## src/rtl/riscv_pkg.sv

```systemverilog
// riscv_pkg: definitions shared between the store decoder and the store unit.
//   - Store width encodings carried on st_ctrl (SB/SH/SW).
//   - Store unit FSM state enum.
//   - store_mask(): byte mask for a store width, before lane shifting.
package riscv_pkg;

    localparam logic [2:0] CtrlSb = 3'd0;
    localparam logic [2:0] CtrlSh = 3'd1;
    localparam logic [2:0] CtrlSw = 3'd2;

    typedef enum logic [1:0] {
        StIdle = 2'd0,
        StLo   = 2'd1,
        StHi   = 2'd2,
        StResp = 2'd3
    } st_state_e;

    // Unknown encodings fall back to a single byte.
    function automatic logic [3:0] store_mask(input logic [2:0] ctrl);
        logic [3:0] mask;
        case (ctrl)
            CtrlSh:  mask = 4'b0011;
            CtrlSw:  mask = 4'b1111;
            default: mask = 4'b0001;
        endcase
        return mask;
    endfunction

endpackage

```

## src/rtl/store_unit_ctrl_if.sv

```systemverilog
// store_unit_ctrl_if: store request/response handshake plus memory write bus.
//   st_valid/st_ready/st_addr/st_data/st_ctrl : store request from execute
//   st_done/st_err                            : completion pulse and timeout flag
//   mem_req/mem_addr/mem_wdata/mem_be/mem_ack : word-aligned memory write access
// master : the store unit controller side.
// slave  : the pipeline + memory side (environment).
interface store_unit_ctrl_if;

    logic        st_valid;
    logic        st_ready;
    logic [31:0] st_addr;
    logic [31:0] st_data;
    logic [2:0]  st_ctrl;
    logic        st_done;
    logic        st_err;
    logic        mem_req;
    logic [31:0] mem_addr;
    logic [31:0] mem_wdata;
    logic [3:0]  mem_be;
    logic        mem_ack;

    modport master (
        input  st_valid, st_addr, st_data, st_ctrl, mem_ack,
        output st_ready, st_done, st_err, mem_req, mem_addr, mem_wdata, mem_be
    );

    modport slave (
        output st_valid, st_addr, st_data, st_ctrl, mem_ack,
        input  st_ready, st_done, st_err, mem_req, mem_addr, mem_wdata, mem_be
    );

endinterface

```

## src/rtl/store_lane_align.sv

```systemverilog
// store_lane_align: purely combinational byte-lane alignment for a store.
//   i_ctrl   : store width (SB/SH/SW, others treated as SB)
//   i_off    : byte offset within the word (addr[1:0])
//   i_data   : store data, right-justified
//   o_be8    : byte enables over two consecutive words ([3:0] low, [7:4] high)
//   o_data64 : write data over the same two-word window
module store_lane_align
    import riscv_pkg::*;
(
    input  logic [2:0]  i_ctrl,
    input  logic [1:0]  i_off,
    input  logic [31:0] i_data,
    output logic [7:0]  o_be8,
    output logic [63:0] o_data64
);

    always_comb begin
        o_be8    = {4'b0000, store_mask(i_ctrl)} << i_off;
        o_data64 = {32'h0, i_data} << {i_off, 3'b000};
    end

endmodule

```

## src/rtl/store_unit_ctrl.sv

```systemverilog
// store_unit_ctrl: issues a store as one or two word-aligned memory writes.
//   clk   : clock, rising edge
//   rst_n : asynchronous active-low reset
//   bus   : store_unit_ctrl_if.master (store handshake + memory write bus)
// A store whose bytes cross a word boundary is split into an LO access at the
// aligned address and an HI access at the next word. Each access is aborted
// after TIMEOUT_CYCLES cycles without mem_ack, completing the store with st_err.
module store_unit_ctrl
    import riscv_pkg::*;
#(
    parameter int unsigned TIMEOUT_CYCLES = 255
) (
    input  logic              clk,
    input  logic              rst_n,
    store_unit_ctrl_if.master bus
);

    localparam int unsigned    CntW    = $clog2(TIMEOUT_CYCLES + 1);
    localparam logic [CntW-1:0] CntLast = CntW'(TIMEOUT_CYCLES - 1);

    st_state_e       r_state;
    st_state_e       w_state_next;
    logic [31:0]     r_addr;
    logic [31:0]     r_data;
    logic [2:0]      r_ctrl;
    logic [CntW-1:0] r_cnt;
    logic [CntW-1:0] w_cnt_next;
    logic            r_err;
    logic            w_err_next;

    logic [7:0]      w_be8;
    logic [63:0]     w_data64;
    logic [31:0]     w_word_addr;
    logic            w_accept;

    logic            w_st_ready;
    logic            w_st_done;
    logic            w_st_err;
    logic            w_mem_req;
    logic [31:0]     w_mem_addr;
    logic [31:0]     w_mem_wdata;
    logic [3:0]      w_mem_be;

    store_lane_align u_lane_align (
        .i_ctrl   (r_ctrl),
        .i_off    (r_addr[1:0]),
        .i_data   (r_data),
        .o_be8    (w_be8),
        .o_data64 (w_data64)
    );

    assign w_word_addr = {r_addr[31:2], 2'b00};
    assign w_accept    = bus.st_valid && w_st_ready;

    always_comb begin
        w_state_next = r_state;
        w_cnt_next   = r_cnt;
        w_err_next   = r_err;
        w_st_ready   = 1'b0;
        w_st_done    = 1'b0;
        w_st_err     = 1'b0;
        w_mem_req    = 1'b0;
        w_mem_addr   = 32'h0;
        w_mem_wdata  = 32'h0;
        w_mem_be     = 4'h0;

        case (r_state)
            StIdle: begin
                w_st_ready = 1'b1;
                if (bus.st_valid) begin
                    w_state_next = StLo;
                    w_cnt_next   = '0;
                    w_err_next   = 1'b0;
                end
            end
            StLo: begin
                w_mem_req   = 1'b1;
                w_mem_addr  = w_word_addr;
                w_mem_be    = w_be8[3:0];
                w_mem_wdata = w_data64[31:0];
                if (bus.mem_ack) begin
                    w_cnt_next   = '0;
                    w_state_next = (w_be8[7:4] != 4'h0) ? StHi : StResp;
                end else if (r_cnt == CntLast) begin
                    // Timed out: HI is skipped even for a split store.
                    w_err_next   = 1'b1;
                    w_state_next = StResp;
                end else begin
                    w_cnt_next = r_cnt + 1'b1;
                end
            end
            StHi: begin
                w_mem_req   = 1'b1;
                w_mem_addr  = w_word_addr + 32'd4;  // wraps past 0xFFFFFFFC
                w_mem_be    = w_be8[7:4];
                w_mem_wdata = w_data64[63:32];
                if (bus.mem_ack) begin
                    w_state_next = StResp;
                end else if (r_cnt == CntLast) begin
                    w_err_next   = 1'b1;
                    w_state_next = StResp;
                end else begin
                    w_cnt_next = r_cnt + 1'b1;
                end
            end
            StResp: begin
                w_st_done    = 1'b1;
                w_st_err     = r_err;
                w_state_next = StIdle;
            end
            default: begin
                w_state_next = StIdle;
            end
        endcase
    end

    // Outputs are decoded from the state, so an async reset drops mem_req at once.
    assign bus.st_ready  = w_st_ready;
    assign bus.st_done   = w_st_done;
    assign bus.st_err    = w_st_err;
    assign bus.mem_req   = w_mem_req;
    assign bus.mem_addr  = w_mem_addr;
    assign bus.mem_wdata = w_mem_wdata;
    assign bus.mem_be    = w_mem_be;

    always_ff @(posedge clk or negedge rst_n) begin
        if (!rst_n) begin
            r_state <= StIdle;
            r_cnt   <= '0;
            r_err   <= 1'b0;
            r_addr  <= 32'h0;
            r_data  <= 32'h0;
            r_ctrl  <= CtrlSb;
        end else begin
            r_state <= w_state_next;
            r_cnt   <= w_cnt_next;
            r_err   <= w_err_next;
            if (w_accept) begin
                r_addr <= bus.st_addr;
                r_data <= bus.st_data;
                r_ctrl <= bus.st_ctrl;
            end
        end
    end

endmodule

```

## src/flat_wrapper.sv

```systemverilog
// flat-port wrapper written by rule: the top's interface ports become plain ports
module store_unit_ctrl_flat import riscv_pkg::*;
#(
    parameter int unsigned TIMEOUT_CYCLES = 255
)
  (clk, rst_n, bus_st_valid, bus_st_addr, bus_st_data, bus_st_ctrl, bus_mem_ack, bus_st_ready, bus_st_done, bus_st_err, bus_mem_req, bus_mem_addr, bus_mem_wdata, bus_mem_be);
  store_unit_ctrl_if bus_i ();
  input  logic clk;
  input  logic rst_n;
  input wire logic [$bits(bus_i.st_valid)-1:0] bus_st_valid;
  input wire logic [$bits(bus_i.st_addr)-1:0] bus_st_addr;
  input wire logic [$bits(bus_i.st_data)-1:0] bus_st_data;
  input wire logic [$bits(bus_i.st_ctrl)-1:0] bus_st_ctrl;
  input wire logic [$bits(bus_i.mem_ack)-1:0] bus_mem_ack;
  output wire logic [$bits(bus_i.st_ready)-1:0] bus_st_ready;
  output wire logic [$bits(bus_i.st_done)-1:0] bus_st_done;
  output wire logic [$bits(bus_i.st_err)-1:0] bus_st_err;
  output wire logic [$bits(bus_i.mem_req)-1:0] bus_mem_req;
  output wire logic [$bits(bus_i.mem_addr)-1:0] bus_mem_addr;
  output wire logic [$bits(bus_i.mem_wdata)-1:0] bus_mem_wdata;
  output wire logic [$bits(bus_i.mem_be)-1:0] bus_mem_be;
  assign bus_i.st_valid = bus_st_valid;
  assign bus_i.st_addr = bus_st_addr;
  assign bus_i.st_data = bus_st_data;
  assign bus_i.st_ctrl = bus_st_ctrl;
  assign bus_i.mem_ack = bus_mem_ack;
  assign bus_st_ready = bus_i.st_ready;
  assign bus_st_done = bus_i.st_done;
  assign bus_st_err = bus_i.st_err;
  assign bus_mem_req = bus_i.mem_req;
  assign bus_mem_addr = bus_i.mem_addr;
  assign bus_mem_wdata = bus_i.mem_wdata;
  assign bus_mem_be = bus_i.mem_be;
  store_unit_ctrl #(.TIMEOUT_CYCLES(TIMEOUT_CYCLES)) u_core (.clk(clk), .rst_n(rst_n), .bus(bus_i));
endmodule
```

## config.mk

```make
export PLATFORM = sky130hd
export DESIGN_NAME = store_unit_ctrl_flat
export DESIGN_NICKNAME = d
export VERILOG_FILES = /design/src/rtl/riscv_pkg.sv /design/src/rtl/store_unit_ctrl_if.sv /design/src/rtl/store_lane_align.sv /design/src/rtl/store_unit_ctrl.sv /design/src/flat_wrapper.sv
export SDC_FILE = /design/constraint.sdc
export NUM_CORES = 1
export LEC_CHECK = 0
export ABC_AREA = 1
export BUFFER_PORTS_ARGS = -buffer_cell sky130_fd_sc_hd__buf_2
export CELL_PAD_IN_SITES_DETAIL_PLACEMENT = 0
export CELL_PAD_IN_SITES_GLOBAL_PLACEMENT = 1
export CORE_UTILIZATION = 38
export DETAILED_ROUTE_END_ITERATION = 8
export PLACE_DENSITY_LB_ADDON = 0.1
export SKIP_LAST_GASP = 1
export SLEW_MARGIN = 30
export SYNTH_ARGS = -nofsm -noshare
export SYNTH_HDL_FRONTEND = slang
export SYNTH_SLANG_ARGS = --single-unit
```

## constraint.sdc

```tcl
create_clock -name clk -period 1.9 [get_ports clk]
set_input_delay 0 -clock clk [delete_from_list [all_inputs] [get_ports clk]]
set_output_delay 0 -clock clk [all_outputs]
set_load 0.01 [all_outputs]
```

* After elaboration in Yosys (flattened, before gate mapping)
Index checks and enable logic that the tools add are counted.
** Operators by class
- Add/sub/neg operators :: 2
- Multiply operators :: 0
- Div/mod/pow operators :: 0
- Magnitude comparators :: 0
- Equality and inequality tests :: 10
- Shifts and indexed selects :: 2
- Mux-type cells :: 23
- Bitwise logic cells :: 0
- Reduce and logical (&&, ||, !) cells :: 8
** Operators by type and width (count)
- 32-bit one-hot mux with 2 select lines :: 2
- 32-bit by 5-bit left shift with 64-bit output :: 1
- 32-bit by 3-bit adder with 32-bit output, second input constant :: 1
- 8-bit 2-to-1 mux :: 4
- 8-bit one-hot mux with 3 select lines :: 1
- 4-bit one-hot mux with 2 select lines :: 2
- 8-bit by 1-bit adder with 8-bit output, second input constant :: 1
- 8-bit equality test, second input constant :: 1
- 1-bit 2-to-1 mux :: 8
- 2-bit 2-to-1 mux :: 4
- 2-bit one-hot mux with 4 select lines :: 1
- 4-bit by 2-bit left shift with 8-bit output :: 1
- 2-bit != test, second input constant :: 3
- 2-bit equality test, second input constant :: 2
- 4-bit AND reduction :: 1
- 4-bit nonzero test :: 1
- 3-bit by 1-bit equality test with 1-bit output, second input constant :: 1
- 3-bit by 2-bit equality test with 1-bit output, second input constant :: 1
- 3-bit AND reduction :: 1
- 3-bit nonzero test :: 1
- 2-bit by 1-bit equality test with 1-bit output, second input constant :: 1
- 2-bit zero test :: 1
- 2-bit by 1-bit != test with 1-bit output, second input constant :: 1
- 1-bit one-hot mux with 2 select lines :: 1
- other kinds (3) :: 3
** Word-level totals
- Bits in registers :: 78
- Latch bits :: 0
- Bits in writable memories :: 0
- ROM bits :: 0
- Input bits :: 71
- Output and inout port bits :: 72
- Logic and storage cells :: 51
- Memories kept :: 0

* Logic depth before layout (Yosys ltp)
Gate-level depths: netlist of run 1.
- Depth in word-level cells :: 7
- Depth in mapped cells :: 11
- Gate-level depth less buffers :: 11

* Hierarchy
A second synthesis of run 1 with hierarchy kept.
** Unflattened totals
- Cell total of the unflattened synthesis :: 965
- Area total of the unflattened synthesis :: 5910.7 µm²
** Modules (own cells, without submodules)
- store_unit_ctrl :: instances 1, cells an instance 773, area each 4993.5 µm², sequential area each 1951.9 µm²
- store_lane_align :: instances 1, cells an instance 192, area each 917.1 µm², sequential area each 0.0 µm²

* Worst setup path after synthesis of run 1
Ideal clock, no wire load.
- Path kind :: register to output
- Start :: register u_core.r_state[0]
- End :: output port bus_mem_wdata[25]
- Data arrival time :: 1715 ps
- Data required time :: 1900 ps
- Path slack :: 185 ps
- Cell stages (with the launch flop) :: 9
- Buffers on the path :: 2
- Cell sequence :: dfrtp_1 > inv_1 > ha_1 > buf_2 > nand2_1 > inv_1 > buf_2 > o21ai_0 > a31oi_1
** On the way
- Longest elaborated chain between the ends :: 2
- Elaborated cells on any way between the ends :: 3
- Classes of those cells :: eq/ne: 2; mux: 1
** Ends and longest elaborated chain
- from (decl) :: line store_unit_ctrl.sv:21 : st_state_e r_state;
- from (signal assigned) :: line store_unit_ctrl.sv:128 : r_state <= StIdle;
- from (signal assigned) :: line store_unit_ctrl.sv:135 : r_state <= w_state_next;
- 2-bit equality test / 2-bit by 1-bit equality test with 1-bit output (equally long branches) :: line store_unit_ctrl.sv:67 : case (r_state)
- 32-bit one-hot mux with 2 select lines * :: line store_unit_ctrl.sv:67
- to (decl) :: line flat_wrapper.sv:20 : output wire logic [$bits(bus_i.mem_wdata)-1:0] bus_mem_wdata;
Every way passes the cells marked *; elsewhere a longest branch is shown, timed or not.

* Worst setup path after layout of run 1
- Start :: register u_core.r_state[1]
- End :: output port bus_mem_be[1]
** On the way
- Longest elaborated chain between the ends :: 2
- Elaborated cells on any way between the ends :: 3
- Classes of those cells :: eq/ne: 2; mux: 1
** Ends and longest elaborated chain
- 2-bit equality test / 2-bit by 1-bit equality test with 1-bit output (equally long branches) :: line store_unit_ctrl.sv:67
- 4-bit one-hot mux with 2 select lines * :: line store_unit_ctrl.sv:67
- to (decl) :: line flat_wrapper.sv:21 : output wire logic [$bits(bus_i.mem_be)-1:0] bus_mem_be;
Marked as above.

==> run summary, run 1 <==
Run status: finished, violations left
Failing checks: negative setup slack
Clock tree from TritonCTS: done
Flip-flop cell with the highest count after synthesis: sky130_fd_sc_hd__dfrtp_1
Fraction of the cycle the final worst path needs: 102%
Instance count on the critical path: 7
Hold Worst Slack: 0.0231 ns
Post-CTS clock slew at the launch and capture registers of the worst setup and hold paths: 0.07 ns
Initial antenna violation count: 0
Number of global-route vias before repair: 6118
Reg2reg start: u_core.r_state[0]
Mean area per synthesized cell: 7.10 µm²
Worst min-delay path category: in -> reg
Aggregate global-route resource usage: 27.0%
CTS H-Tree Depth: 3
Highest cell delay on the worst timing path: 0.41 ns
Initial cell density of the core: 39.7%
GPL Wtd Cong: 0.885
Worst Hold Depth: 4
Highest ir drop seen on vdd: 798 µV
Clock tree skew after final layout: 0.00584 ns
Via total after detailed routing: 6092
Die Outline Area: 14500 µm²
Startpoint of the tightest hold check path: bus_mem_ack
Die span in x: 121 µm
Number of synthesized flops with an enable pin: 0
Most common library cell in the layout ignoring fill and taps: sky130_fd_sc_hd__nand2_1
Global-route wire length before repair: 30300 µm
DIE HEIGHT: 121 µm
Via-to-Cell Ratio: 5.15
Area of the multi-input gates: 3260 µm²
Leak: 3.95 nW
Number of top-level pins: 143
Root Buffer Master: sky130_fd_sc_hd__clkbuf_16
Required @ worst endpoint: 1.90 ns
CP Max Fanout: 13
Standard cell core area: 13500 µm²
FFs w/ async S/R, synth: 100%
TritonCTS Buffers: 9
Nets@finish: 1080
Pin count of the biggest net entering global routing: 36
Power density normalized to cell area: 1650 nW/µm²
Max Slew Vio Count: 0
# port buffers: 140
Final-layout setup total negative slack: -0.0982 ns
Critical Path End Type: output pin
Number of detailed-routing iterations run before antenna repair: 5
Post-detailed-route wirelength per cell: 16.2 µm
Series of cell instances along the critical path: inv_2 > ha_4 > buf_4 > inv_1 > buf_6 > nor3_4 > buf_2
Finished Layout Cells: 1182
Endpoint arrival time on the critical path: 1.94 ns
Final setup margin: -0.0369 ns
Worst r2r path cells: 9
Count of standard-cell rows: 42
Leading cell types in the layout, fill and taps excluded: sky130_fd_sc_hd__nand2_1, sky130_fd_sc_hd__buf_2, sky130_fd_sc_hd__nor2_1, sky130_fd_sc_hd__dlygate4sd3_1, sky130_fd_sc_hd__dfrtp_1
Critical Path Slowest Stage Cell: sky130_fd_sc_hd__dfrtp_1
Count of unique library cells instantiated by Yosys: 40
Final Hold Viols: 0
Count of antenna diodes in the layout: 0
Category of the worst setup path launch point: register
End of the worst hold path: u_core.r_err
# clock sinks: 78
Max-cap viol count: 0
Area taken by flip-flops and latches: 1960 µm²
#FFs+latches synth: 78
Reg2Reg Setup Slack: 0.21 ns
Clock Tree Buf Depth: 2
Endpoint of the most critical register-to-register path: u_core.r_cnt[6]
Cell family with most CP delay: buffers and inverters
Initial DRC count: 379
Area grow syn2layout: 50.1%
Layout filler cell count: 1325
RSZ-0062 raised after global routing: true
Worst setup path category: reg -> out
Remaining antenna violation count: 0
Hpwl dp: 13900 µm
Final critical-path required period: 1.94 ns
Detailed-route wire length: 19100 µm
Yosys Warn Count: 0
DR DRC count: 0
Post-synthesis instance area: 5340 µm²
Total congestion overflow: 0
Count of placed standard cells including taps: 1066
Proportion of layout cells with a drive suffix above 1: 34.7%
Number of standard cells after synthesis: 752
Sequential-to-total area share from yosys stat: 36.6%
Insertion delay of the later-clocked pin in the worst-skew pair: 0.35 ns
Worst path buffer plus inverter count: 5
Maximum achievable frequency: 516 MHz
Setup violators final: 7
==> stage by stage <==
stage | worst slack, ns | cell area (µm²) | power, mW | utilization, %
detailed placement | 0.0794 | 6400 | 9.92 | 47.5
floorplan | 0.185 | 5340 | 7.29 | -
global placement | 0.121 | 6400 | 9.85 | 47.5
CTS | -0.0291 | 7660 | 12.5 | 56.9
finish | -0.0369 | 8010 | 13.2 | 59.6
global route | -0.116 | 8010 | 14.2 | 59.6
==> routing by layer <==
layer | share of wire (%) | global-route usage, % | wire length [µm] | vias to the layer above
li1 | - | - | - | 2990
met2 | 51 | 48.5 | 9680 | 208
met4 | 2.7 | 10.6 | 520 | 0
met3 | 4.8 | 5.75 | 918 | 34
met1 | 42 | 31.2 | 8030 | 2860
met5 | 0 | 0 | 0 | -
==> timing repair <==
action,CTS,global route
endpoints found under the setup margin,64,67
buffers inserted,16,16
gates resized for setup,44,70
pin swaps,7,16
endpoints found under the hold margin,99,0
hold buffers,68,0
==> Yosys cell counts, drive strengths merged (4+ instances only) <==
library cell  number  share of area [%]
o21ai             53                5.0
a32oi              4               0.66
nor2              98                7.7
nor3               4               0.47
a31oi             10                1.2
dfrtp             78                 37
a21oi             58                5.6
ha                 8                1.9
nand2            219                 16
nand3             32                3.0
inv               67                4.7
nand4             16                1.9
clkbuf            13               0.91
mux2              38                8.0
buf               21                2.1
o31ai              4               0.56
o22ai             13                1.5
==> report_power, final <==
group / leakage (nW) / switching [mW] / total [mW] / internal (mW)
clock network: 0.154 / 0.777 / 1.94 / 1.16
registers: 0.899 / 0.834 / 3.26 / 2.43
logic: 2.90 / 4.67 / 8.02 / 3.36
total: 3.95 / 6.28 / 13.2 / 6.95
==> state kept, by name, indices dropped and copies added, names as in the netlist <==
register        count
u_core.r_data      32
u_core.r_addr      32
u_core.r_err        1
u_core.r_state      2
u_core.r_ctrl       3
u_core.r_cnt        8
==> worst max path at each step <==
stage | to | from | slack, ns
finish | bus_mem_be[1] | u_core.r_state[1] | -0.04
global route | bus_mem_wdata[6] | u_core.r_state[1] | -0.12
CTS | bus_mem_addr[23] | u_core.r_state[1] | -0.03
detailed placement | bus_mem_addr[23] | u_core.r_state[1] | 0.08
global placement | bus_mem_addr[23] | u_core.r_state[0] | 0.12
floorplan | bus_mem_wdata[25] | u_core.r_state[0] | 0.19
==> tightest hold or removal path, stage by stage <==
cell and delay (ns):
sky130_fd_sc_hd__buf_2 0.10, sky130_fd_sc_hd__inv_1 0.07, sky130_fd_sc_hd__nand3_1 0.08, sky130_fd_sc_hd__o21ai_0 0.07
==> cell families (layout without fill, tap and decap cells) <==
| family | Yosys count | count (layout) | share of synthesized area [%] |
|---|---|---|---|
| multiplexers | 41 | 41 | 8.58 |
| AND/OR/NAND/NOR | 370 | 370 | 29.0 |
| other | 1 | 2 | 0.0703 |
| flip-flops | 78 | 78 | 36.6 |
| buffers and inverters | 102 | 355 | 7.76 |
| adder cells (fa/ha/maj) | 8 | 8 | 1.88 |
| AO/OA/AOI/OAI | 151 | 151 | 16.0 |
| XOR/XNOR | 1 | 1 | 0.164 |
==> layout make-up <==
cell class / instances / share of cell area (%)
repair buffers: 271 / 24.6
clock inverters: 6 / 1.17
clock buffers: 10 / 2.86
well taps: 176 / 2.75
multi-input cells: 573 / 40.7
inverters: 68 / 3.43
flip-flops and latches: 78 / 24.5
Power figures use the tool's default switching activity.
==> run 2, diff against run 1 <==
--- a/config.mk
+++ b/config.mk
@@ -9,7 +9,7 @@
 export BUFFER_PORTS_ARGS = -buffer_cell sky130_fd_sc_hd__buf_2
 export CELL_PAD_IN_SITES_DETAIL_PLACEMENT = 0
 export CELL_PAD_IN_SITES_GLOBAL_PLACEMENT = 1
-export CORE_UTILIZATION = 38
+export CORE_UTILIZATION = 34
 export DETAILED_ROUTE_END_ITERATION = 8
 export PLACE_DENSITY_LB_ADDON = 0.1
 export SKIP_LAST_GASP = 1
==> constraint.sdc (replaced) <==
create_clock -name clk -period 1.6 [get_ports clk]
set_input_delay 0 -clock clk [delete_from_list [all_inputs] [get_ports clk]]
set_output_delay 0 -clock clk [all_outputs]
set_load 0.01 [all_outputs]
==> run 2 against run 1 <==
Effect of this change: the run still ends with negative setup slack left; register-to-register slack got worse by 0.22 ns; via count grew 2.4%; clock power rose by 6%; total power is 28% higher; worst hold slack gained 0.035 ns; critical path depth up 1; non-clock buffer count rose by 21; clock skew down 0.0020 ns; largest power group unchanged.
==> run summary, run 2 (synthesis results as in run 1) <==
Die span in x: 127 µm
Initial DRC count: 321
# port buffers: 140
Initial cell density of the core: 35.0%
Insertion delay of the later-clocked pin in the worst-skew pair: 0.35 ns
Combinational share of power: 64.9%
Overall Power: 16.9 mW
Setup violators final: 71
Count of standard-cell rows: 45
Aggregate global-route resource usage: 23.9%
Part of the power in the clock network: 12.1%
Pin count of the biggest net entering global routing: 39
Seq pwr share: 23.0%
Endpoint arrival time on the critical path: 1.91 ns
Maximum achievable frequency: 523 MHz
CTS H-Tree Depth: 3
Number of detailed-routing iterations run before antenna repair: 5
Area grow syn2layout: 63.0%
Utilization of the core after routing: 57.0%
Post-detailed-route wirelength per cell: 15.6 µm
Number of global-route vias before repair: 6080
Required @ worst endpoint: 1.60 ns
Detailed-route wire length: 19400 µm
Category of the worst setup path launch point: register
Sw Ratio: 47.6%
Final Hold Viols: 0
Proportion of layout cells with a drive suffix above 1: 41.8%
Largest regs: u_core.r_addr (32), u_core.r_data (32), u_core.r_cnt (8)
Total congestion overflow: 0
Clock tree from TritonCTS: done
TritonCTS Buffers: 9
Global-route wire length before repair: 30200 µm
Cell internal pwr: 8.86 mW
# clock sinks: 78
Area taken by flip-flops and latches: 1960 µm²
DIE HEIGHT: 127 µm
Nets@finish: 1101
RSZ-0062 raised after global routing: true
Run status: finished, violations left
Layout filler cell count: 1398
Worst setup path category: reg -> out
Leading cell types in the layout, fill and taps excluded: sky130_fd_sc_hd__nand2_1, sky130_fd_sc_hd__buf_2, sky130_fd_sc_hd__nor2_1, sky130_fd_sc_hd__dfrtp_1, sky130_fd_sc_hd__dlygate4sd3_1
Failing checks: negative setup slack
Max-cap viol count: 0
Final critical-path required period: 1.91 ns
Count of placed standard cells including taps: 1120
Remaining antenna violation count: 0
DR DRC count: 0
GPL Wtd Cong: 0.894
Fraction of the cycle the final worst path needs: 120%
Hold Worst Slack: 0.0579 ns
Finished Layout Cells: 1237
Number of top-level pins: 143
Max_slew headroom: 63.1%
Switching component of the power: 8.06 mW
Transition at the pin with the smallest max-transition slack: 0.553 ns
Hpwl dp: 13700 µm
Leak: 4.16 nW
Critical Path End Type: output pin
CP Max Fanout: 3
Via total after detailed routing: 6236
Root Buffer Master: sky130_fd_sc_hd__clkbuf_16
Final setup margin: -0.314 ns
Highest ir drop seen on vdd: 1030 µV
Worst setup slack after placement: -0.150 ns
Post-CTS clock slew at the launch and capture registers of the worst setup and hold paths: 0.06 ns
Count of antenna diodes in the layout: 0
Most common library cell in the layout ignoring fill and taps: sky130_fd_sc_hd__nand2_1
Die Outline Area: 16200 µm²
Area of the multi-input gates: 3620 µm²
Via-to-Cell Ratio: 5.04
Clock Tree Buf Depth: 2
Standard cell core area: 15300 µm²
Max Slew Vio Count: 0
Clock tree skew after final layout: 0.00384 ns
Power density normalized to cell area: 1940 nW/µm²
Initial antenna violation count: 0
Worst min-delay path category: in -> reg
[run 2: final timing paths]
path,from,to,slack (ns),cells past startpoint
setup / recovery,u_core.r_state[0],bus_mem_wdata[14],-0.31,8
hold / removal,bus_mem_ack,u_core.r_err,0.06,4
setup reg to reg,u_core.r_state[1],u_core.r_cnt[3],-0.01,9
hold reg to reg,u_core.r_err,u_core.r_err,0.54,2
max in group asynchronous,rst_n,u_core.r_data[26],0.82,3
min in group asynchronous,rst_n,u_core.r_addr[29],0.19,2
[run 2: layout make-up]
class                           instances  share of cell area, %
Clock inverter                          6                  0.733
Tap cell                              211                   3.03
Inverter                               68                   3.19
Timing Repair Buffer                  292                   26.3
Multi-Input combinational cell        573                   41.6
Clock buffer                            9                   2.59
Sequential cell                        78                   22.6
[run 2: power by group through the flow]
stage                     Sequential (mW)  Clock [mW]  Combinational [mW]
after CTS                            3.81        2.10                9.84
after global placement               3.80           0                8.20
after detailed placement             3.81           0                8.30
after global routing                 4.01        2.19                11.9
final                                3.90        2.05                11.0
after floorplan                      3.51           0                5.22
[run 2: what timing repair did]
| action | in CTS | in global routing |
|---|---|---|
| hold buffers | 68 | 0 |
| buffers inserted | 25 | 8 |
| cloned | 2 | 0 |
| resized for setup | 114 | 108 |
| hold endpoints to repair | 102 | 0 |
| setup endpoints to repair | 73 | 77 |
| pin swaps | 30 | 33 |
[run 2: layer usage]
layer	GRT usage, %	vias to the layer above	share of wire, %
met5	0	-	0
met2	43.3	215	51
met3	4.31	42	4.8
met1	27.7	2932	42
li1	-	3047	-
met4	9.94	0	3.1
[run 2: worst max-delay path, stage by stage, from the launching register on]
cell                      delay, ns
sky130_fd_sc_hd__dfrtp_1       0.39
sky130_fd_sc_hd__inv_2         0.09
sky130_fd_sc_hd__ha_4          0.34
sky130_fd_sc_hd__buf_6         0.13
sky130_fd_sc_hd__buf_6         0.10
sky130_fd_sc_hd__nand2_4       0.07
sky130_fd_sc_hd__buf_6         0.13
sky130_fd_sc_hd__o22ai_2       0.16
sky130_fd_sc_hd__buf_2         0.16
[run 2: per-stage QoR]
stage,setup TNS (ns),area (µm²)
floorplan,0,5370
global placement,-0.149,6660
detailed placement,-2.03,6660
CTS,-13.53,8230
global route,-22.96,8700
finish,-14.64,8700
